<file path="src/rtl/uart_pkg.sv">
// Shared UART types, constants and helpers.
// Used by the TX path today and by a future RX path.
package uart_pkg;

    localparam logic UART_IDLE_LEVEL = 1'b1;

    typedef enum logic [2:0] {
        IDLE,
        START,
        DATA,
        PARITY,
        STOP
    } uart_state_e;

    function automatic int calc_div(
        input int clk_hz,
        input int baud
    );
        int d;
        d = clk_hz / baud;
        return (d < 1) ? 1 : d;
    endfunction

endpackage

</file>
<file path="src/rtl/uart_tx_fifo_if.sv">
// Byte write handshake into the UART transmitter.
// The core side is master, the transmitter is slave.
interface uart_tx_fifo_if;

    logic [7:0] wr_data;
    logic       wr_valid;
    logic       wr_ready;

    modport master (
        output wr_data,
        output wr_valid,
        input  wr_ready
    );

    modport slave (
        input  wr_data,
        input  wr_valid,
        output wr_ready
    );

endinterface

</file>
<file path="src/rtl/sync_fifo.sv">
// Single-clock FIFO; full/empty derived from occupancy.
// Overflowing pushes and underflowing pops are ignored.
module sync_fifo #(
    parameter  int WIDTH = 8,
    parameter  int DEPTH = 4,
    localparam int AW    = $clog2(DEPTH),
    localparam int CW    = AW + 1
) (
    input  logic             clk,
    input  logic             reset,
    input  logic             push,
    input  logic [WIDTH-1:0] wdata,
    input  logic             pop,
    output logic [WIDTH-1:0] rdata,
    output logic [CW-1:0]    count,
    output logic             full,
    output logic             empty
);

    logic [WIDTH-1:0] mem_q [DEPTH];
    logic [AW-1:0]    wr_ptr_q, wr_ptr_d;
    logic [AW-1:0]    rd_ptr_q, rd_ptr_d;
    logic [CW-1:0]    count_q, count_d;
    logic             do_push;
    logic             do_pop;

    assign full    = (count_q == CW'(DEPTH));
    assign empty   = (count_q == '0);
    assign do_push = push && !full;
    assign do_pop  = pop && !empty;
    assign rdata   = mem_q[rd_ptr_q];
    assign count   = count_q;

    always_comb begin
        wr_ptr_d = wr_ptr_q + AW'(do_push);
        rd_ptr_d = rd_ptr_q + AW'(do_pop);
        count_d  = count_q + CW'(do_push) - CW'(do_pop);
    end

    always_ff @(posedge clk or posedge reset) begin
        if (reset) begin
            wr_ptr_q <= '0;
            rd_ptr_q <= '0;
            count_q  <= '0;
        end else begin
            wr_ptr_q <= wr_ptr_d;
            rd_ptr_q <= rd_ptr_d;
            count_q  <= count_d;
        end
    end

    // Storage needs no reset: occupancy alone defines valid entries.
    always_ff @(posedge clk) begin
        if (do_push) begin
            mem_q[wr_ptr_q] <= wdata;
        end
    end

endmodule

</file>
<file path="src/rtl/uart_tx_fifo.sv">
// FIFO-buffered UART transmitter, 8N1 frames at CLK_HZ/BAUD.
// Define UART_TX_PARITY_EN for 8E1 frames with an even-parity bit.
module uart_tx_fifo
    import uart_pkg::*;
#(
    parameter  int CLK_HZ     = 50_000_000,
    parameter  int BAUD       = 115200,
    parameter  int FIFO_DEPTH = 4,
    localparam int CW         = $clog2(FIFO_DEPTH) + 1
) (
    input  logic          clk,
    input  logic          reset,
    uart_tx_fifo_if.slave wr,
    output logic          tx,
    output logic          busy,
    output logic [CW-1:0] fifo_count
);

    localparam int DIV = calc_div(CLK_HZ, BAUD);
    localparam int BW  = (DIV > 1) ? $clog2(DIV) : 1;
    localparam logic [BW-1:0] BAUD_LAST = BW'(DIV - 1);

    uart_state_e state_q, state_d;
    logic [BW-1:0] baud_q, baud_d;
    logic [2:0]    bit_q, bit_d;
    logic [7:0]    shreg_q, shreg_d;
    logic          tx_q, tx_d;
    logic          pop;
    logic          full;
    logic          empty;
    logic [7:0]    head;
    logic          baud_end;
    logic          frame_slot;
`ifdef UART_TX_PARITY_EN
    logic          par_q, par_d;
`endif

    sync_fifo #(
        .WIDTH (8),
        .DEPTH (FIFO_DEPTH)
    ) u_fifo (
        .clk   (clk),
        .reset (reset),
        .push  (wr.wr_valid),
        .wdata (wr.wr_data),
        .pop   (pop),
        .rdata (head),
        .count (fifo_count),
        .full  (full),
        .empty (empty)
    );

    assign wr.wr_ready = !full;
    assign tx          = tx_q;
    assign busy        = (state_q != IDLE) || !empty;
    assign baud_end    = (baud_q == BAUD_LAST);

    // Idle, or the last clock of a stop bit: a queued byte may start here.
    assign frame_slot  = (state_q == IDLE)
                      || ((state_q == STOP) && baud_end);

    always_comb begin
        state_d = state_q;
        baud_d  = baud_q;
        bit_d   = bit_q;
        shreg_d = shreg_q;
        tx_d    = tx_q;
        pop     = 1'b0;
`ifdef UART_TX_PARITY_EN
        par_d   = par_q;
`endif
        unique case (state_q)
            IDLE: begin
                tx_d = UART_IDLE_LEVEL;
            end
            START: begin
                if (baud_end) begin
                    baud_d  = '0;
                    bit_d   = '0;
                    tx_d    = shreg_q[0];
                    state_d = DATA;
                end else begin
                    baud_d = baud_q + BW'(1);
                end
            end
            DATA: begin
                if (!baud_end) begin
                    baud_d = baud_q + BW'(1);
                end else if (bit_q == 3'd7) begin
                    baud_d  = '0;
`ifdef UART_TX_PARITY_EN
                    tx_d    = par_q;
                    state_d = PARITY;
`else
                    tx_d    = UART_IDLE_LEVEL;
                    state_d = STOP;
`endif
                end else begin
                    baud_d  = '0;
                    bit_d   = bit_q + 3'd1;
                    shreg_d = {1'b0, shreg_q[7:1]};
                    tx_d    = shreg_q[1];
                end
            end
            PARITY: begin
                if (baud_end) begin
                    baud_d  = '0;
                    tx_d    = UART_IDLE_LEVEL;
                    state_d = STOP;
                end else begin
                    baud_d = baud_q + BW'(1);
                end
            end
            STOP: begin
                if (baud_end) begin
                    baud_d  = '0;
                    tx_d    = UART_IDLE_LEVEL;
                    state_d = IDLE;
                end else begin
                    baud_d = baud_q + BW'(1);
                end
            end
            default: begin
                tx_d    = UART_IDLE_LEVEL;
                state_d = IDLE;
            end
        endcase

        if (frame_slot && !empty) begin
            pop     = 1'b1;
            shreg_d = head;
            tx_d    = 1'b0;
            baud_d  = '0;
            state_d = START;
`ifdef UART_TX_PARITY_EN
            par_d   = ^head;
`endif
        end
    end

    always_ff @(posedge clk or posedge reset) begin
        if (reset) begin
            state_q <= IDLE;
            baud_q  <= '0;
            bit_q   <= '0;
            shreg_q <= '0;
            tx_q    <= UART_IDLE_LEVEL;
`ifdef UART_TX_PARITY_EN
            par_q   <= 1'b0;
`endif
        end else begin
            state_q <= state_d;
            baud_q  <= baud_d;
            bit_q   <= bit_d;
            shreg_q <= shreg_d;
            tx_q    <= tx_d;
`ifdef UART_TX_PARITY_EN
            par_q   <= par_d;
`endif
        end
    end

endmodule

</file>
<file path="src/flat_wrapper.sv">
// flat-port wrapper written by rule: the top's interface ports become plain ports
module uart_tx_fifo_flat import uart_pkg::*;
#(
    parameter  int CLK_HZ     = 50_000_000,
    parameter  int BAUD       = 115200,
    parameter  int FIFO_DEPTH = 4,
    localparam int CW         = $clog2(FIFO_DEPTH) + 1
)
  (clk, reset, tx, busy, fifo_count, wr_wr_data, wr_wr_valid, wr_wr_ready);
  uart_tx_fifo_if wr_i ();
  input  logic clk;
  input  logic reset;
  output logic tx;
  output logic busy;
  output logic [CW-1:0] fifo_count;
  input wire logic [$bits(wr_i.wr_data)-1:0] wr_wr_data;
  input wire logic [$bits(wr_i.wr_valid)-1:0] wr_wr_valid;
  output wire logic [$bits(wr_i.wr_ready)-1:0] wr_wr_ready;
  assign wr_i.wr_data = wr_wr_data;
  assign wr_i.wr_valid = wr_wr_valid;
  assign wr_wr_ready = wr_i.wr_ready;
  uart_tx_fifo #(.CLK_HZ(CLK_HZ), .BAUD(BAUD), .FIFO_DEPTH(FIFO_DEPTH)) u_core (.clk(clk), .reset(reset), .wr(wr_i), .tx(tx), .busy(busy), .fifo_count(fifo_count));
endmodule
</file>
<file path="config.mk">
export PLATFORM = sky130hd
export DESIGN_NAME = uart_tx_fifo_flat
export DESIGN_NICKNAME = d
export VERILOG_FILES = /design/src/rtl/uart_pkg.sv /design/src/rtl/uart_tx_fifo_if.sv /design/src/rtl/sync_fifo.sv /design/src/rtl/uart_tx_fifo.sv /design/src/flat_wrapper.sv
export SDC_FILE = /design/constraint.sdc
export NUM_CORES = 1
export LEC_CHECK = 0
export ABC_AREA = 1
export CORE_MARGIN = 10
export CORE_UTILIZATION = 64
export CTS_CLUSTER_DIAMETER = 60
export DETAILED_ROUTE_END_ITERATION = 16
export PLACE_DENSITY = 0.86
export SLEW_MARGIN = 30
export SYNTH_ARGS = -nofsm -noshare
export SYNTH_HDL_FRONTEND = slang
export SYNTH_HIERARCHICAL = 1
export SYNTH_SLANG_ARGS = --single-unit
</file>
<file path="constraint.sdc">
create_clock -name clk -period 6 [get_ports clk]
set_input_delay 0.6 -clock clk [delete_from_list [all_inputs] [get_ports clk]]
set_output_delay 0.6 -clock clk [all_outputs]
set_load 0.05 [all_outputs]
</file>
==> metrics list <==
- Result of the run: finished clean
* Worst EP required: between 5 and 6 ns
* Number of DRC markers in iteration 0: 122
- Top delay family on crit path: buffers and inverters
- STA classifies the critical path endpoint as an output pin.
* Clock share of power: 0.323
* DRC violation count after routing: 0
* Slew at the pin closest to its max-slew limit: 0.800 ns
- Along the worst path, the maximum fanout reaches 5.
- Combined area of the multi-input logic cells: 1240 sq um
- The share of total power dissipated in combinational logic is 0.184.
- The clock passes through at most 2 buffers.
- Unrepaired setup endpoints after global routing: no
- Pwr per Cell Area: 318 nW/um^2
* Number of core rows: 25
- Final Hold Fails: 0
- Setup slack closes at 3.23 ns.
- By startpoint and endpoint, the worst setup path is classified as flip-flop to output pin.
- Vertical die dimension: about 90 um
* Antenna violations before repair: 0
- Slowest cell on crit path: clkdlybuf4s50_1
- TritonCTS built the clock tree.
* GR Util All Layers: 0.152
- Of the synthesized area, sequential elements account for 0.547.
- TritonCTS created 9 clock buffers.
- Together, buffers and inverters on the worst path number 2.
* Buffers on Ports: 16
- Fin nets: 369
* Final core utilization: 0.746
- Area growth from synthesis to layout: 11.7%
- The via count of the first global-routing pass came to 2286.
- Main area contributors after synthesis: edfxtp_1 (30%), dfrtp_1 (24%), nand2_1 (8.2%)
- In the final routed layout, each cell accounts on average for 13.8 um.
- For this design the total switching power over the nets is 0.000351 W.
- Cell internal power was estimated by the tool at 0.000779 W.
* Routed via count: 2265
- Worst Hold Margin: 0.470 ns
* Post-layout total power: 0.00113 W
- Number of optimization iterations in the first detailed-route pass: 4
* Post-synth EDFFs: 32
- Sequential cell area in the final layout: 1740 sq um
- Counting flops with an async set or reset pin after synthesis yields a share of 0.492.
- Global routing finished with a remaining overflow of 0.
- Primary flip-flop cell chosen by synthesis mapping: edfxtp_1
* Post-synthesis register bit count: 63
* Maximum number of pins on one net before global-route repair: 25
- Part of the total power dissipated in sequential elements: 0.494
- Min Clock Period, post-route: 2.77 ns
* Maximum level of the CTS H-tree: 3
- Post-detailed-route via-to-cell ratio: 5.35
* # Max-Cap Violations: 0
* Proportion of netlist area held by the largest area contributor: 0.303
* Period utilisation layout: 0.461
- The die covers 8180 sq um.
- Kind of launch point of the worst setup path: flip-flop
- Counting instances in the post-synthesis netlist gives the leading cell types as nand2_1 (69), nor2_1 (38), nand3_1 (37).
* CP peak stage delay: 0.73 ns
- Register clock-pin slew on the reported worst setup and hold paths: approximately 0.07 ns
* Most frequent cell after synthesis: nand2_1
* Total nets after synthesis: 348
* Gp weighted congestion: 0.853
- After synthesis, the mean cell area works out to 9.62 sq um.
- Setup violations remaining at the end of the flow were counted as 0.
- The tightest min-delay check is of the flip-flop to flip-flop type.
- Die Span X: 90.4 um
* First-pass GRT wire length: 10200 um
- Core box area: 4750 sq um
- At the placement stage, the worst setup path has a slack of roughly 3.4 ns.
* Mapped Cells: 330
- Buffer type at the clock tree root: clkbuf_8
- Number of nets with antenna violations after detailed routing: 0
* Cell type with the largest total area after synthesis: edfxtp_1
- The tree built by TritonCTS fans out to 63 sinks.
- For this design the static power due to leakage is 1.57 nW.
- Wires add up to 5820 um.
- Number of top-level design ports: 17
- Number of warnings issued by yosys: 6
- Worst Skew: 0.00769 ns
- Top achievable clock speed: about 0.36 GHz
- The worst pin sits at a relative slew slack of 0.464.
- Post-Synthesis Cell Area: 3180 sq um
- Setup fix buffers added after clock tree synthesis: 0
- The wire-length estimate of the detail-placed layout is 4010 um.
- Number of inserted filler cells in the final layout: 341
* Number of inserted diodes: 0
- Starting density of the core: 0.668
- Insertion delay of the later-clocked pin in the worst-skew pair: about 0.34 ns
* Count of pins over their slew limit: 0
- Walking the worst path, the cells encountered are nor2_2 -> nand2_2 -> inv_1 -> nand2_1 -> clkdlybuf4s50_1.
* Resized cells post-CTS: 0
- Total Negative Setup Slacks: 0 ns
- Netlist cell types: 33
- Data arrival, critical path: 2.17 ns
* Proportion of layout cells with a drive suffix above 1: 0.169
- After clock tree synthesis, the flow added hold-fix buffers numbering 0.
- Of the total power, the share spent switching nets is 0.310.
- Worst-case vdd ir drop: ~0.00029 V
[worst register-to-register path, cell delays in order, from the launching register on]
cell      delay, ns
dfrtp_1        0.46
nor2_2         0.20
nand2_2        0.11
inv_1          0.19
nor2_8         0.08
nand2_4        0.22
inv_1          0.15
a21boi_2       0.20
nand2_2        0.09
nand2_1        0.06
ha_1           0.19
fa_1           0.38
xnor2_1        0.14
[cell type report]
type                       instances  area share
tap                               67      0.0236
timing repair buffer              16      0.0451
clock inverter                     7      0.0205
clock buffer                       9      0.0349
inverter                          34      0.0374
sequential                        63       0.490
multi-input combinational        227       0.349
[metrics by stage]
| stage | std cells | instance area (sq um) |
|---|---|---|
| after global routing | 423 | 3550 |
| after global placement | 407 | 3350 |
| after detailed placement | 407 | 3350 |
| final | 423 | 3550 |
| after CTS | 423 | 3550 |
| after floorplan | 330 | 3180 |
[kinds of logic (layout without fill, tap and decap cells)]
family                   after synthesis  after routing  share of synthesized area
XOR/XNOR                               5              5                     0.0138
buffers and inverters                 40             66                     0.0630
AND/OR/NAND/NOR                      178            178                      0.278
adder cells (fa/ha/maj)                7              7                     0.0299
flip-flops                            63             63                      0.547
AO/OA/AOI/OAI                         37             37                     0.0678
[layout by cell type, fill, tap and decap left out, drive strengths merged]
| master | count |
|---|---|
| nand2 | 84 |
| nor2 | 47 |
| nand3 | 41 |
| inv | 34 |
| o21ai | 33 |
| edfxtp | 32 |
| dfrtp | 30 |
| clkdlybuf4s50 | 16 |
| clkbuf | 9 |
| ha | 6 |
| xor2 | 4 |
| clkinv | 4 |
| nand4 | 3 |
| clkinvlp | 2 |
| a21boi | 2 |
| bufinv | 1 |
| nor3b | 1 |
| nand3b | 1 |
| a21o | 1 |
| nor3 | 1 |
| o21bai | 1 |
| dfstp | 1 |
| xnor2 | 1 |
| fa | 1 |
[power by group through the flow]
stage	Clock, W	Sequential [W]	Combinational, W
after floorplan	0	0.000594	0.000107
after global placement	0	0.000561	0.000204
after detailed placement	0	0.000565	0.000211
after CTS	0.000375	0.000557	0.000211
after global routing	0.000397	0.000562	0.000227
final	0.000364	0.000558	0.000207
[final timing paths]
path                                                        from                                  end  slack, ns  depth (start not counted)
worst max-delay path            u_core/u_fifo/count[0]$_DFF_PP0_                                 busy       3.23                          5
worst min-delay path                       u_core/tx$_DFFE_PP1P_                u_core/tx$_DFFE_PP1P_       0.47                          2
worst max register to register  u_core/u_fifo/count[0]$_DFF_PP0_     u_core/u_fifo/count[2]$_DFF_PP0_       3.42                         12
worst min register to register             u_core/tx$_DFFE_PP1P_                u_core/tx$_DFFE_PP1P_       0.47                          2
max in group asynchronous                                  reset                u_core/tx$_DFFE_PP1P_       5.01                          2
min in group asynchronous                                  reset  u_core/u_fifo/wr_ptr_q[1]$_DFF_PP0_       0.54                          2
[sequential cells by signal, indices dropped and copies added, names as in the netlist]
| register | flops |
|---|---|
| u_core/u_fifo/count | 3 |
| u_core/state_q | 3 |
| u_core/u_fifo/wr_ptr_q | 2 |
| u_core/u_fifo/rd_ptr_q | 2 |
| u_core/u_fifo/mem_q | 32 |
| u_core/bit_q | 3 |
| u_core/shreg_q | 8 |
| u_core/baud_q | 9 |
| u_core/tx | 1 |
[per-layer routing]
metal | global-route usage | wire length (um) | vias to the layer above
met5 | 0 | 0 | -
met4 | 0.0756 | 118 | 0
met3 | 0.0407 | 237 | 12
met2 | 0.264 | 3050 | 47
met1 | 0.168 | 2420 | 1081
li1 | - | - | 1125
Note: power is estimated with default switching activity, not from simulation.
